==> config.mk <==
export PLATFORM = sky130hd
export DESIGN_NAME = pau_scheduler
export DESIGN_NICKNAME = d
export VERILOG_FILES = /design/src/rtl/pau_scheduler.sv
export SDC_FILE = /design/constraint.sdc
export NUM_CORES = 1
export LEC_CHECK = 0
export ABC_AREA = 1
export CELL_PAD_IN_SITES_DETAIL_PLACEMENT = 1
export CELL_PAD_IN_SITES_GLOBAL_PLACEMENT = 1
export CORE_ASPECT_RATIO = 1.5
export CORE_MARGIN = 2
export CORE_UTILIZATION = 40
export CTS_CLUSTER_SIZE = 30
export DETAILED_ROUTE_END_ITERATION = 12
export DONT_BUFFER_PORTS = 1
export PLACE_DENSITY_LB_ADDON = 0.1
export SYNTH_ARGS = -nofsm -noshare
export SYNTH_HDL_FRONTEND = slang
export SYNTH_SLANG_ARGS = --single-unit
export TNS_END_PERCENT = 20
==> constraint.sdc <==
create_clock -name clk -period 1.8 [get_ports clk]
set_input_delay 0.36 -clock clk [delete_from_list [all_inputs] [get_ports clk]]
set_output_delay 0.36 -clock clk [all_outputs]
set_load 0.05 [all_outputs]
==> src/rtl/pau_scheduler.sv <==
// pau_scheduler: round-robin arbiter that shares one posit arithmetic unit
// among NUM_REQ requesters. It latches one op, drives the PAU through a
// settle/timeout window, and then returns the result to the issuer.
module pau_scheduler #(
    parameter int NUM_REQ        = 2,
    parameter int N              = 16,
    parameter int WAIT_CYCLES    = 3,
    parameter int TIMEOUT_CYCLES = 15,
    parameter int CNT_W          = 4
) (
    input  logic                 clk,
    input  logic                 rst_n,
    input  logic [NUM_REQ-1:0]   req_valid,
    output logic [NUM_REQ-1:0]   req_ready,
    input  logic [3*NUM_REQ-1:0] req_op,
    input  logic [N*NUM_REQ-1:0] req_a,
    input  logic [N*NUM_REQ-1:0] req_b,
    output logic [NUM_REQ-1:0]   rsp_valid,
    input  logic [NUM_REQ-1:0]   rsp_ready,
    output logic [N-1:0]         rsp_data,
    output logic                 rsp_err,
    output logic                 pau_start,
    output logic [1:0]           pau_sel,
    output logic [N-1:0]         pau_a,
    output logic [N-1:0]         pau_b,
    input  logic                 pau_done,
    input  logic [N-1:0]         pau_result,
    output logic                 busy
);

    localparam int          TAG_W = (NUM_REQ > 1) ? $clog2(NUM_REQ) : 1;
    localparam int unsigned NR    = NUM_REQ;
    localparam logic [N-1:0] NAR  = {1'b1, {(N-1){1'b0}}};

    typedef enum logic [1:0] {ST_IDLE, ST_EXEC, ST_RESP} state_e;

    state_e             state_q;
    logic [TAG_W-1:0]   rr_ptr_q;
    logic [TAG_W-1:0]   tag_q;
    logic [CNT_W-1:0]   cnt_q;
    logic [N-1:0]       rsp_data_q;
    logic               rsp_err_q;
    logic [1:0]         pau_sel_q;
    logic [N-1:0]       pau_a_q;
    logic [N-1:0]       pau_b_q;
    logic               live_q;
    logic [1:0]         rst_sync_q;
    logic               rst_int_n;

    logic               win_any;
    logic [TAG_W-1:0]   win_idx;
    logic [NUM_REQ-1:0] win_oh;
    logic [2:0]         win_op;
    logic [N-1:0]       win_a;
    logic [N-1:0]       win_b;
    logic [NUM_REQ-1:0] tag_oh;

    // Reset synchronizer: asserts asynchronously, releases on clk
    always_ff @(posedge clk or negedge rst_n) begin
        if (!rst_n) rst_sync_q <= 2'b00;
        else        rst_sync_q <= {rst_sync_q[0], 1'b1};
    end

    assign rst_int_n = rst_sync_q[1];

    // Round-robin winner search starting at rr_ptr, wrapping modulo NUM_REQ
    always_comb begin
        int unsigned idx;
        idx     = 0;
        win_any = 1'b0;
        win_idx = '0;
        win_oh  = '0;
        win_op  = '0;
        win_a   = '0;
        win_b   = '0;
        for (int unsigned j = 0; j < NR; j++) begin
            idx = 32'(rr_ptr_q) + j;
            if (idx >= NR) idx = idx - NR;
            for (int unsigned i = 0; i < NR; i++) begin
                if (!win_any && idx == i && req_valid[i]) begin
                    win_any   = 1'b1;
                    win_idx   = TAG_W'(i);
                    win_oh[i] = 1'b1;
                    win_op    = req_op[3*i +: 3];
                    win_a     = req_a[N*i +: N];
                    win_b     = req_b[N*i +: N];
                end
            end
        end
    end

    // One-hot decode of the tag that owns the pending response
    always_comb begin
        tag_oh = '0;
        for (int unsigned i = 0; i < NR; i++) begin
            if (tag_q == TAG_W'(i)) tag_oh[i] = 1'b1;
        end
    end

    // Scheduler FSM: accept, execute on the PAU, respond
    always_ff @(posedge clk or negedge rst_int_n) begin
        if (!rst_int_n) begin
            state_q    <= ST_IDLE;
            rr_ptr_q   <= '0;
            tag_q      <= '0;
            cnt_q      <= '0;
            rsp_data_q <= '0;
            rsp_err_q  <= 1'b0;
            pau_sel_q  <= 2'b00;
            pau_a_q    <= '0;
            pau_b_q    <= '0;
            live_q     <= 1'b0;
        end else begin
            live_q <= 1'b1;
            case (state_q)
                ST_IDLE: begin
                    if (win_any && live_q) begin
                        tag_q <= win_idx;
                        if (win_op[2]) begin
                            rsp_data_q <= NAR;
                            rsp_err_q  <= 1'b1;
                            state_q    <= ST_RESP;
                        end else begin
                            cnt_q   <= '0;
                            pau_a_q <= win_a;
                            pau_b_q <= (win_op[1:0] == 2'b01) ? (~win_b) + N'(1) : win_b;
                            case (win_op[1:0])
                                2'b00, 2'b01: pau_sel_q <= 2'b00;
                                2'b10:        pau_sel_q <= 2'b01;
                                default:      pau_sel_q <= 2'b10;
                            endcase
                            state_q <= ST_EXEC;
                        end
                    end
                end
                ST_EXEC: begin
                    cnt_q <= cnt_q + CNT_W'(1);
                    if (cnt_q >= CNT_W'(WAIT_CYCLES) && pau_done) begin
                        rsp_data_q <= pau_result;
                        rsp_err_q  <= 1'b0;
                        state_q    <= ST_RESP;
                    end else if (cnt_q == CNT_W'(TIMEOUT_CYCLES)) begin
                        rsp_data_q <= NAR;
                        rsp_err_q  <= 1'b1;
                        state_q    <= ST_RESP;
                    end
                end
                ST_RESP: begin
                    if (|(rsp_ready & tag_oh)) begin
                        rr_ptr_q <= (tag_q == TAG_W'(NUM_REQ-1)) ? '0 : tag_q + TAG_W'(1);
                        state_q  <= ST_IDLE;
                    end
                end
                default: state_q <= ST_IDLE;
            endcase
        end
    end

    assign req_ready = (state_q == ST_IDLE && live_q) ? win_oh : '0;
    assign rsp_valid = (state_q == ST_RESP) ? tag_oh : '0;
    assign rsp_data  = rsp_data_q;
    assign rsp_err   = rsp_err_q;
    assign pau_start = (state_q == ST_EXEC);
    assign pau_sel   = pau_sel_q;
    assign pau_a     = pau_a_q;
    assign pau_b     = pau_b_q;
    assign busy      = (state_q != ST_IDLE);

endmodule

* Yosys cells after proc, flatten, opt, wreduce, memory -nomap -nowiden
Cells that the tools add are included.
** Storage, ports and cells
- Bits in registers :: 62
- Input bits :: 93
- Output and inout bits :: 57
- Logic and storage cells :: 111
** Operators by class
- $add $sub $neg :: 6
- Order comparisons :: 3
- Equal/unequal tests :: 12
- Muxes and demuxes :: 49
- Bitwise gates (word level) :: 3
- Reductions and logical operators :: 27
** Operator list (count)
- $mux W16 :: 13
- $eq A32 B1 Y1 const B :: 2
- $logic_not A32 Y1 :: 2
- $mux W32 :: 2
- $pmux W16 S2 :: 1
- $add A16 B1 Y16 const B :: 1
- $mux W1 :: 16
- $not A16 Y16 :: 1
- $mux W2 :: 7
- $mux W3 :: 4
- $logic_and A1 B1 Y1 :: 10
- $reduce_and A3 Y1 :: 3
- $mux W4 :: 2
- $ne A2 B2 Y1 const B :: 4
- $pmux W4 S2 :: 1
- $pmux W2 S3 :: 1
- $add A4 B1 Y4 const B :: 1
- $eq A2 B1 Y1 const B :: 2
- $eq A2 B2 Y1 const B :: 2
- $eq A4 B4 Y1 const B :: 1
- $ge A4 B2 Y1 const B :: 1
- $logic_not A2 Y1 :: 2
- $pmux W2 S2 :: 1
- $reduce_and A2 Y1 :: 2
- other kinds (14) :: 18

* Logic depth before layout (Yosys ltp)
Gate-level depths: netlist of the first run.
- Depth in word-level cells :: 20
- Gate-level depth with buffers :: 15
- Mapped depth without buffers :: 15

* Worst setup path after synthesis of the first run
No wires, ideal clock.
- Path kind :: register to register
- Start point :: register state_q[0]
- End point :: register state_q[1]
- Setup time :: 0.126 ns
- Arrival time :: 1.929 ns
- Required time :: 1.674 ns
- Slack :: -0.255 ns
- Cell stages (with the launch flop) :: 7
- Path buffers :: 1
- Period minus slack after synthesis :: 2.055 ns
- Cells stage by stage :: dfrtp_1 -> inv_1 -> nor2_1 -> o211ai_1 -> nand4_4 -> buf_6 -> o21ai_0
** Between the ends
- Longest elaborated chain between the ends :: 3
- Elaborated cells between the ends (all ways) :: 8
- Classes of those cells :: 5 x eq/ne; 1 x mux; 2 x reduce/logical
** Ends and longest elaborated chain
- from (decl) :: RTL line 37 : state_e state_q;
- from (signal assigned) :: RTL line 103 : state_q <= ST_IDLE;
- from (signal assigned) :: RTL line 122 : state_q <= ST_RESP;
- from (signal assigned) :: RTL line 132 : state_q <= ST_EXEC;
- $eq A2 B1 Y1 (*)
- net pau_start :: RTL line 22 : output logic pau_start,
- $ne A3 B1 Y1 (no source line)
- $reduce_and A3 Y1 (no source line)
Mark *: on every way through the listed nets, which the timed path passes. The rest lies on a longest branch.
A chain may end at the register's enable or synchronous reset.

* Worst setup path in the final report of the first run
- Start point :: register rr_ptr_q
- End point :: register pau_b_q[10], in the netlist pau_b[10]
** Between the ends
- Longest elaborated chain between the ends :: 20
- Elaborated cells between the ends (all ways) :: 40
- Classes of those cells :: 4 x add/sub; 2 x order compare; 3 x eq/ne; 15 x mux; 2 x bitwise; 14 x reduce/logical
** Ends and longest elaborated chain
- from (decl) :: RTL line 38 : logic [TAG_W-1:0] rr_ptr_q;
- from (signal assigned) :: RTL line 150 : rr_ptr_q <= (tag_q == TAG_W'(NUM_REQ-1)) ? '0 : tag_q + TAG_W'(1);
- $sub A1 B2 Y3 / $ge A1 B2 Y1 (equally long branches) :: RTL line 78 : if (idx >= NR) idx = idx - NR;
- $mux W32 :: RTL line 78
- $logic_not A32 Y1 :: RTL line 80 : if (!win_any && idx == i && req_valid[i]) begin
- $logic_and A1 B1 Y1 :: RTL line 80
- $mux W1 :: RTL line 80
- $logic_not A1 Y1 :: RTL line 80
- $logic_and A1 B1 Y1 (2 in series) :: RTL line 80
- $mux W1 :: RTL line 80
- $logic_not A1 Y1 :: RTL line 80
- $logic_and A1 B1 Y1 (2 in series) :: RTL line 80
- $mux W1 :: RTL line 80
- $logic_not A1 Y1 :: RTL line 80
- $logic_and A1 B1 Y1 (2 in series) :: RTL line 80
- $mux W16 :: RTL line 80
- $not A16 Y16 :: RTL line 126 : pau_b_q <= (win_op[1:0] == 2'b01) ? (~win_b) + N'(1) : win_b;
- $add A16 B1 Y16 :: RTL line 126
- $mux W16 :: RTL line 126
- to (signal assigned) :: RTL line 126
- to (decl) :: RTL line 45 : logic [N-1:0] pau_b_q;
Several ways; a longest one is shown, not always the timed one.

==> results.yml, run 1 <==
sta:
  rsz0062_at_grt: "yes"
  fmax_mhz: 536
  worst_pin_slew_ns: 0.619
  finalCritPeriodShare_pct: 104
  finalSetupViolCount: 6
  fin_ws_ns: -0.0649
  finalCriticalPeriod_ns: 1.86
  drv_slew: 0
  tns_ns: -0.111
  relSlewSlack_pct: 58.7
  holdWs_ns: 0.161
  skew_ns: 0.00601
  hold_viol: 0
floorplan:
  std_cell_rows: 41
  die_area_um2: 9260
  io_pins: 150
  fp.dieH_um: 117
  start_util_pct: 40.9
  core_area_um2: 8310
  die_w_um: 79.2
setup_path:
  path_class: "flip-flop to flip-flop"
  reg2reg_from: "rr_ptr_q$_DFFE_PN0P_"
  r2r_end: "pau_b[10]$_DFFE_PN0P_"
  critPathMostFrequentCell: "inv_2"
  reg2reg_slack_ns: -0.06
  cp_max_fo: 6
  worst-path-buf-inv: 3
  critPathMaxStageDelay_ns: 0.42
  cpLargestDelayFamily: "simple AND/OR/NAND/NOR gates"
  endpoint_kind: "flip-flop"
  critPathSlowestCell: "dfrtp_1"
  crit_required_ns: 2.02
  cp_cell_sequence: "inv_2, nand2_4, nand2_4, o21ai_2, inv_2, ha_4, inv_2, nor2_4, nand3_2, o21ai_4, nand3_1, nand3_1, nand2_1"
  critPathArrivalTime_ns: 2.09
  r2r_cells: 13
  cp-start-kind: "flip-flop"
outcome:
  violations: "negative setup slack"
  outcome: "complete, but fails checks"
detailed_routing:
  route.met3.wl_um: 724
  firstDrtPassIters: 4
  vias_per_cell: 5.40
  wl_per_cell_um: 17.9
  ant_nets: 0
  via_count: 3192
  dr_wl_met2_um: 5720
  drt_iter0_markers: 114
  highest_layer: "met4"
  finalWirelength_um: 10600
  drc: 0
  wl_met1_um: 3940
power_and_ir_drop:
  clkPwrFrac_pct: 21.2
  power.internal_mw: 4.34
  leakage_nw: 2.33
  switchingPower_mw: 4.43
  p_total_mw: 8.77
  seqPwrFrac_pct: 45.1
  power.density_nw_per_um2: 1890
  irDropWorstVdd_mv: 0.721
  combPwrFrac_pct: 33.7
  p_sw_share_pct: 50.6
clock_tree:
  cts_sinks: 62
  clock_tree.root_cell: "clkbuf_16"
  htreeDepth: 3
  clock_path_buffers: 2
  clk_latency_ns: 0.34
  cts_tree: "done"
  cts_buffers: 9
  clk_pin_slew_ns: 0.06
yosys:
  synth_seq_cells: 62
  synth_edf_count: 0
  async_reset_ff_share_pct: 100
  synth_cell_types: 32
  ys_seq_area_share_pct: 45.7
  yosysWarningCount: 0
  synth-main-ff-cell: "dfrtp_1"
  avgSynthCellArea_um2: 8.16
  syn_area_um2: 3400
  synth_cells: 416
global_routing:
  track_usage_pct: 23.7
  grt_overflow: 0
  grt_max_degree: 61
  antenna_found_initial: 0
  grt_pass1_wl_um: 16600
  grt_pass1_vias: 3339
place:
  gp_congestion: 0.816
  io_buffers: 0
  hpwl_um: 7240
  pre_cts_ws_ns: -0.150
worst_hold_path:
  hp-class: "input port to flip-flop"
  min_path_cells: 1
  min_to: "rsp_data[14]$_DFFE_PN0P_"
  hold_path_startpoint: "pau_result[14]"
layout:
  fillerInstances: 965
  layout_common_cells: "nand2_1, dfrtp_1, buf_4"
  antennaDiodeCount: 0
  finish.utilization_pct: 55.9
  final_common_cell: "nand2_1"
  nets: 574
  syn2layout_area_growth_pct: 36.8
  drive_above_1_share_pct: 37.0
run:
  cap_viol_max_count: 0
==> logic make-up after synthesis <==
family	synth area share, %
simple gates	29.0
compound gates	15.0
flops	45.7
buf+inv	8.44
xor+xnor	1.03
fa+ha+maj	0.737
other cells	0.110
==> power groups by stage <==
stage / combinational [mW] / sequential, mW / clock [mW]
final: 2.95 / 3.96 / 1.86
after global routing: 3.26 / 4.04 / 1.96
after CTS: 2.74 / 3.95 / 1.88
after detailed placement: 2.37 / 3.96 / 0
after global placement: 2.27 / 3.96 / 0
after floorplan: 1.69 / 3.85 / 0
==> cell usage after synthesis (2+ instances only) <==
library cell  number  area (um^2)
xor2_1             4         35.0
o21ai_0            7         35.0
nand2_1          147          552
nor2_2             2         12.5
nor2_4             4         45.0
inv_2              5         18.8
nand2_2            5         31.3
inv_1             34          128
nor2_1            20         75.1
dfrtp_1           62         1550
o21ai_2            6         52.6
buf_6              8         90.1
o21ai_1            9         45.0
nand2_4            3         33.8
a22o_1            32          280
clkbuf_1           2         7.51
ha_1               2         25.0
buf_2              4         20.0
buf_4              3         22.5
nand3_1           38          190
a21oi_1            8         40.0
==> cell type report <==
type | instances | area, um^2 | share of cell area, %
clock buffers | 10 | 229 | 4.93
inverters | 39 | 151 | 3.26
repair buffers | 65 | 614 | 13.2
well taps | 107 | 134 | 2.88
flip-flops and latches | 62 | 1550 | 33.4
multi-input cells | 302 | 1880 | 40.4
clock inverters | 6 | 86.3 | 1.86
==> per-layer routing <==
metal | up-vias | track usage (%)
met1 | 1563 | 25.2
met5 | - | 0
met2 | 123 | 44.5
li1 | 1491 | -
met3 | 15 | 6.90
met4 | 0 | 7.93
==> through the flow <==
stage                     cell area [um^2]  std cells
after floorplan                       3400        417
after global placement                3760        547
after detailed placement              3760        547
after CTS                             4380        582
after global routing                  4650        591
final                                 4650        591
==> state kept, by name, indices dropped and copies added (netlist names), 2 cells and up <==
signal	cells
rsp_data	16
cnt_q	4
pau_b	16
pau_a	16
state_q	2
pau_sel	2
rst_sync_q	2
==> worst max path at each step <==
stage	from	endpoint	slack, ns	cells after the start
after detailed placement	rr_ptr_q$_DFFE_PN0P_	pau_b[12]$_DFFE_PN0P_	-0.15	13
after floorplan	rst_sync_q[1]$_DFF_PN0_	cnt_q[0]$_DFFE_PN0P_	-0.05	0
after global placement	rr_ptr_q$_DFFE_PN0P_	pau_b[10]$_DFFE_PN0P_	-0.05	13
after global routing	rr_ptr_q$_DFFE_PN0P_	pau_b[10]$_DFFE_PN0P_	-0.14	14
final	rr_ptr_q$_DFFE_PN0P_	pau_b[10]$_DFFE_PN0P_	-0.06	13
after CTS	rr_ptr_q$_DFFE_PN0P_	pau_b[15]$_DFFE_PN0P_	-0.04	14
==> repair_timing <==
| item | CTS | global route |
|---|---|---|
| resized for setup | 40 | 65 |
| buffers inserted | 14 | 10 |
| gates cloned | 4 | 1 |
| hold buffers | 1 | 0 |
| setup endpoints to repair | 25 | 57 |
| pin swaps | 25 | 32 |
| hold endpoints to repair | 2 | 0 |
(Power assumes the default switching activity.)
==> run 2: changes to the inputs <==
- CORE_MARGIN: 2 -> not set
- TNS_END_PERCENT: 20 -> 50
==> run 2 against run 1 <==
Effect of this change:
- the flow still finishes with violations (negative setup slack)
- sequential cell count unchanged
- routed wire length up 4.0%
- largest power group unchanged
- fmax up 1.3%
==> results.yml, run 2 (synthesis results as in run 1) <==
outcome:
  outcome: "complete, but fails checks"
  violations: "negative setup slack"
setup_path:
  endpoint_kind: "flip-flop"
  reg2reg_from: "rr_ptr_q$_DFFE_PN0P_"
  r2r_cells: 12
  path_class: "flip-flop to flip-flop"
  cp_max_fo: 21
  cp-start-kind: "flip-flop"
  crit_required_ns: 2.02
  reg2reg_slack_ns: -0.04
  critPathArrivalTime_ns: 2.06
  r2r_end: "pau_b[7]$_DFFE_PN0P_"
power_and_ir_drop:
  leakage_nw: 2.35
  irDropWorstVdd_mv: 0.793
  power.density_nw_per_um2: 1870
floorplan:
  die_w_um: 77.2
  die_area_um2: 8870
  start_util_pct: 41.9
  io_pins: 150
  std_cell_rows: 40
  fp.dieH_um: 115
  core_area_um2: 8110
clock_tree:
  clk_pin_slew_ns: 0.05
  cts_buffers: 9
  cts_sinks: 62
  clock_tree.root_cell: "clkbuf_16"
  clock_path_buffers: 2
  htreeDepth: 3
  clk_latency_ns: 0.34
  cts_tree: "done"
sta:
  finalSetupViolCount: 8
  drv_slew: 0
  skew_ns: 0.00876
  finalCriticalPeriod_ns: 1.84
  relSlewSlack_pct: 56.8
  worst_pin_slew_ns: 0.647
  finalCritPeriodShare_pct: 102
  fmax_mhz: 543
  rsz0062_at_grt: "yes"
  hold_viol: 0
  fin_ws_ns: -0.0408
detailed_routing:
  drt_iter0_markers: 90
  firstDrtPassIters: 4
  wl_per_cell_um: 18.8
  ant_nets: 0
  vias_per_cell: 5.40
  via_count: 3173
  drc: 0
  finalWirelength_um: 11000
worst_hold_path:
  hold_path_startpoint: "pau_result[6]"
  min_to: "rsp_data[6]$_DFFE_PN0P_"
  hp-class: "input port to flip-flop"
  min_path_cells: 1
global_routing:
  grt_max_degree: 61
  grt_pass1_vias: 3276
  track_usage_pct: 23.6
  grt_use_met1_pct: 25.0
  use_met2_pct: 42.4
  top_usage_layer: "met2"
  grt_overflow: 0
  grt_util_met3_pct: 6.51
  grt_pass1_wl_um: 16000
  antenna_found_initial: 0
place:
  dpl.cell_count: 541
  gp_congestion: 0.851
  io_buffers: 0
  hpwl_um: 7040
layout:
  fillerInstances: 937
  layout_common_cells: "nand2_1, dfrtp_1, buf_4"
  antennaDiodeCount: 0
  multi_input_area_um2: 1850
  final_cells: 588
  syn2layout_area_growth_pct: 38.0
  drive_above_1_share_pct: 37.1
  final_common_cell: "nand2_1"
  nets: 573
  area.sequential_um2: 1550
  finish.utilization_pct: 57.8
run:
  cap_viol_max_count: 0
run 2: where the power goes:
part           internal, mW  switching, mW
clock                  1.18          0.620
combinational          1.27           1.75
sequential             1.90           2.06
run 2: worst max path at each step:
stage	slack [ns]	endpoint	from	cells after the start
6_report	-0.04	pau_b[7]$_DFFE_PN0P_	rr_ptr_q$_DFFE_PN0P_	12
5_1_grt	-0.15	pau_b[7]$_DFFE_PN0P_	rr_ptr_q$_DFFE_PN0P_	12
4_1_cts	-0.03	pau_b[11]$_DFFE_PN0P_	rr_ptr_q$_DFFE_PN0P_	13
3_5_place_dp	-0.19	pau_b[10]$_DFFE_PN0P_	rr_ptr_q$_DFFE_PN0P_	13
3_3_place_gp	-0.07	pau_b[10]$_DFFE_PN0P_	rr_ptr_q$_DFFE_PN0P_	13
2_1_floorplan	-0.03	pau_b[12]$_DFFE_PN0P_	rr_ptr_q$_DFFE_PN0P_	13
run 2: cell type report:
type,instances,share of cell area [%]
multi-input cells,300,39.6
repair buffers,66,14.5
clock inverters,3,0.908
inverters,39,3.28
well taps,105,2.80
flip-flops and latches,62,33.1
clock buffers,13,5.77
run 2: repair_timing:
item / in CTS / in global routing
buffers inserted: 4 / 20
setup endpoints to repair: 26 / 54
hold endpoints to repair: 2 / 0
hold buffers: 1 / 0
resized for setup: 23 / 75
pin swaps: 9 / 23
gates cloned: 1 / 6
run 2: per-layer routing:
metal	wire length, um	share of wire, %	vias up
met5	0	0	-
met3	604	5.5	18
met2	6060	55	118
met4	297	2.7	0
met1	4070	37	1554
li1	-	-	1483
run 2: critical path, cell delays in order, from the launching register on:
cell and delay [ns]:
dfrtp_1 0.42, inv_2 0.08, nand2_4 0.08, nand2_4 0.05, buf_4 0.16, o22ai_4 0.14
inv_2 0.08, nor2_4 0.10, buf_12 0.17, o21ai_2 0.10, or2_0 0.20, nand3_1 0.07
nand2_1 0.05
run 2: metrics by stage:
step           setup TNS [ns]  cell area (um^2)  hold WS, ns  power (mW)  worst slack [ns]
3_5_place_dp            -2.84              3730       0.0644        6.31            -0.185
5_1_grt                 -3.16              4690        0.161        9.24            -0.147
6_report              -0.0999              4690        0.164        8.78           -0.0408
4_1_cts                -0.102              4180        0.156        8.26           -0.0310
3_3_place_gp           -0.224              3730       0.0645        6.19           -0.0667
2_1_floorplan         -0.0725              3400       0.0644        5.54           -0.0338
==> run 3: changes to the inputs <==
- REMOVE_ABC_BUFFERS: not set -> 1
==> run 3 against run 2 <==
Effect of this change:
- worst setup slack got worse by 0.14 ns
- clock power is 6% higher
- combinational power increased by 2%
- critical path depth did not move
- sequential share of layout area increased by 0.58 points
- first-iteration DRC count up 37%
- register-to-register slack worse by 0.14 ns
- count of clock-buffer cells in the layout is 2 lower
- via count rose by 1.4%
- die area stayed put
- cell area is 1.7% lower
- final cell count shrank 0.68%
- the run still ends with negative setup slack left
==> results.yml, run 3 (synthesis results as in run 1) <==
setup_path:
  endpoint_kind: "flip-flop"
  reg2reg_from: "rr_ptr_q$_DFFE_PN0P_"
  r2r_cells: 12
  r2r_end: "pau_b[7]$_DFFE_PN0P_"
  path_class: "flip-flop to flip-flop"
  critPathArrivalTime_ns: 2.20
  crit_required_ns: 2.03
  reg2reg_slack_ns: -0.18
  cp_max_fo: 9
  cp-start-kind: "flip-flop"
layout:
  nets: 569
  syn2layout_area_growth_pct: 35.7
  multi_input_area_um2: 1890
  final_common_cell: "nand2_1"
  antennaDiodeCount: 0
  drive_above_1_share_pct: 32.6
  layout_common_cells: "nand2_1, dfrtp_1, buf_4"
  area.sequential_um2: 1550
  fillerInstances: 964
  final_cells: 584
sta:
  skew_ns: 0.00484
  fmax_mhz: 505
  finalCritPeriodShare_pct: 110
  relSlewSlack_pct: 61.1
  finalSetupViolCount: 47
  hold_viol: 0
  worst_pin_slew_ns: 0.582
  rsz0062_at_grt: "yes"
  fin_ws_ns: -0.179
  holdWs_ns: 0.0625
  finalCriticalPeriod_ns: 1.98
  drv_slew: 0
clock_tree:
  cts_sinks: 62
  cts_tree: "done"
  cts_buffers: 9
  clk_latency_ns: 0.33
  htreeDepth: 3
  clock_path_buffers: 2
  clock_tree.root_cell: "clkbuf_16"
  clk_pin_slew_ns: 0.06
outcome:
  outcome: "complete, but fails checks"
  violations: "negative setup slack"
global_routing:
  grt_pass1_vias: 3255
  grt_overflow: 0
  grt_pass1_wl_um: 15900
  antenna_found_initial: 0
  track_usage_pct: 23.5
  grt_max_degree: 33
detailed_routing:
  via_count: 3219
  firstDrtPassIters: 4
  vias_per_cell: 5.51
  drc: 0
  finalWirelength_um: 11800
  ant_nets: 0
  wl_per_cell_um: 20.2
  drt_iter0_markers: 123
floorplan:
  die_area_um2: 8870
  die_w_um: 77.2
  std_cell_rows: 40
  fp.dieH_um: 115
  io_pins: 150
  core_area_um2: 8110
  start_util_pct: 41.9
power_and_ir_drop:
  irDropWorstVdd_mv: 0.806
  power.density_nw_per_um2: 1950
  leakage_nw: 2.30
worst_hold_path:
  hp-class: "flip-flop to async pin"
place:
  hpwl_um: 7260
  dpl.cell_count: 541
  gp_congestion: 0.860
  io_buffers: 0
run:
  cap_viol_max_count: 0
[run 3: cell count changes in the layout (fill, tap and decap cells not counted), sizes merged]
cell and delta:
inv +2, buf -4, clkinv -1, bufinv +1, clkbuf -3, bufbuf -1, nand4 +2
[run 3: timing repair]
action	CTS	global route
gates cloned	0	7
endpoints found under the hold margin	2	0
pin swaps	12	37
hold buffers	1	0
setup endpoints to repair	52	56
buffers inserted	8	12
gates resized for setup	43	42
[run 3: layer usage]
metal,global-route usage (%),routed length [um],vias to the layer above
li1,-,-,1482
met1,24.9,4310,1599
met2,43.6,6700,118
met3,5.87,535,20
met4,9.94,249,0
met5,0,0,-
[run 3: where the power goes]
group | internal [mW] | switching (mW)
Clock | 1.25 | 0.658
Combinational | 1.21 | 1.89
Sequential | 1.90 | 2.06
Total | 4.36 | 4.61
[run 3: final cells by class]
cell class              instances  share of cell area [%]
clock buffers                  11                    5.27
clock inverters                 5                    1.76
inverters                      39                    3.29
multi-input cells             302                    41.0
flip-flops and latches         62                    33.7
well taps                     105                    2.85
repair buffers                 60                    12.1
[run 3: metrics by stage]
stage | cell area, um^2 | TNS, ns | worst slack [ns] | power, mW | utilization [%]
after floorplan | 3260 | -16.56 | -0.414 | 5.41 | -
after global placement | 3670 | -1.95 | -0.141 | 6.15 | 45.3
after detailed placement | 3670 | -5.74 | -0.187 | 6.25 | 45.3
after CTS | 4230 | -0.747 | -0.0626 | 8.40 | 52.1
after global routing | 4610 | -7.34 | -0.241 | 9.38 | 56.8
final | 4610 | -2.36 | -0.179 | 8.97 | 56.8
[run 3: worst max-delay path: stages (launching register included)]
cell and delay [ns]:
dfrtp_2 0.41, inv_2 0.07, nand2_4 0.10, nand2_4 0.06
buf_4 0.16, o22ai_4 0.14, inv_2 0.08, nor2_4 0.14
buf_12 0.16, o21ai_4 0.08, or2_0 0.26, nand3_1 0.13
nand2_1 0.07
[run 3: worst max path at each step]
stage | from | to | slack (ns) | cells after the start
final | rr_ptr_q$_DFFE_PN0P_ | pau_b[7]$_DFFE_PN0P_ | -0.18 | 12
after global routing | rr_ptr_q$_DFFE_PN0P_ | pau_b[7]$_DFFE_PN0P_ | -0.24 | 12
after CTS | rr_ptr_q$_DFFE_PN0P_ | rsp_data[13]$_DFFE_PN0P_ | -0.06 | 9
after detailed placement | rr_ptr_q$_DFFE_PN0P_ | pau_b[10]$_DFFE_PN0P_ | -0.19 | 13
after global placement | rr_ptr_q$_DFFE_PN0P_ | pau_b[12]$_DFFE_PN0P_ | -0.14 | 13
after floorplan | state_q[0]$_DFFE_PN0P_ | rsp_data[0]$_DFFE_PN0P_ | -0.41 | 5
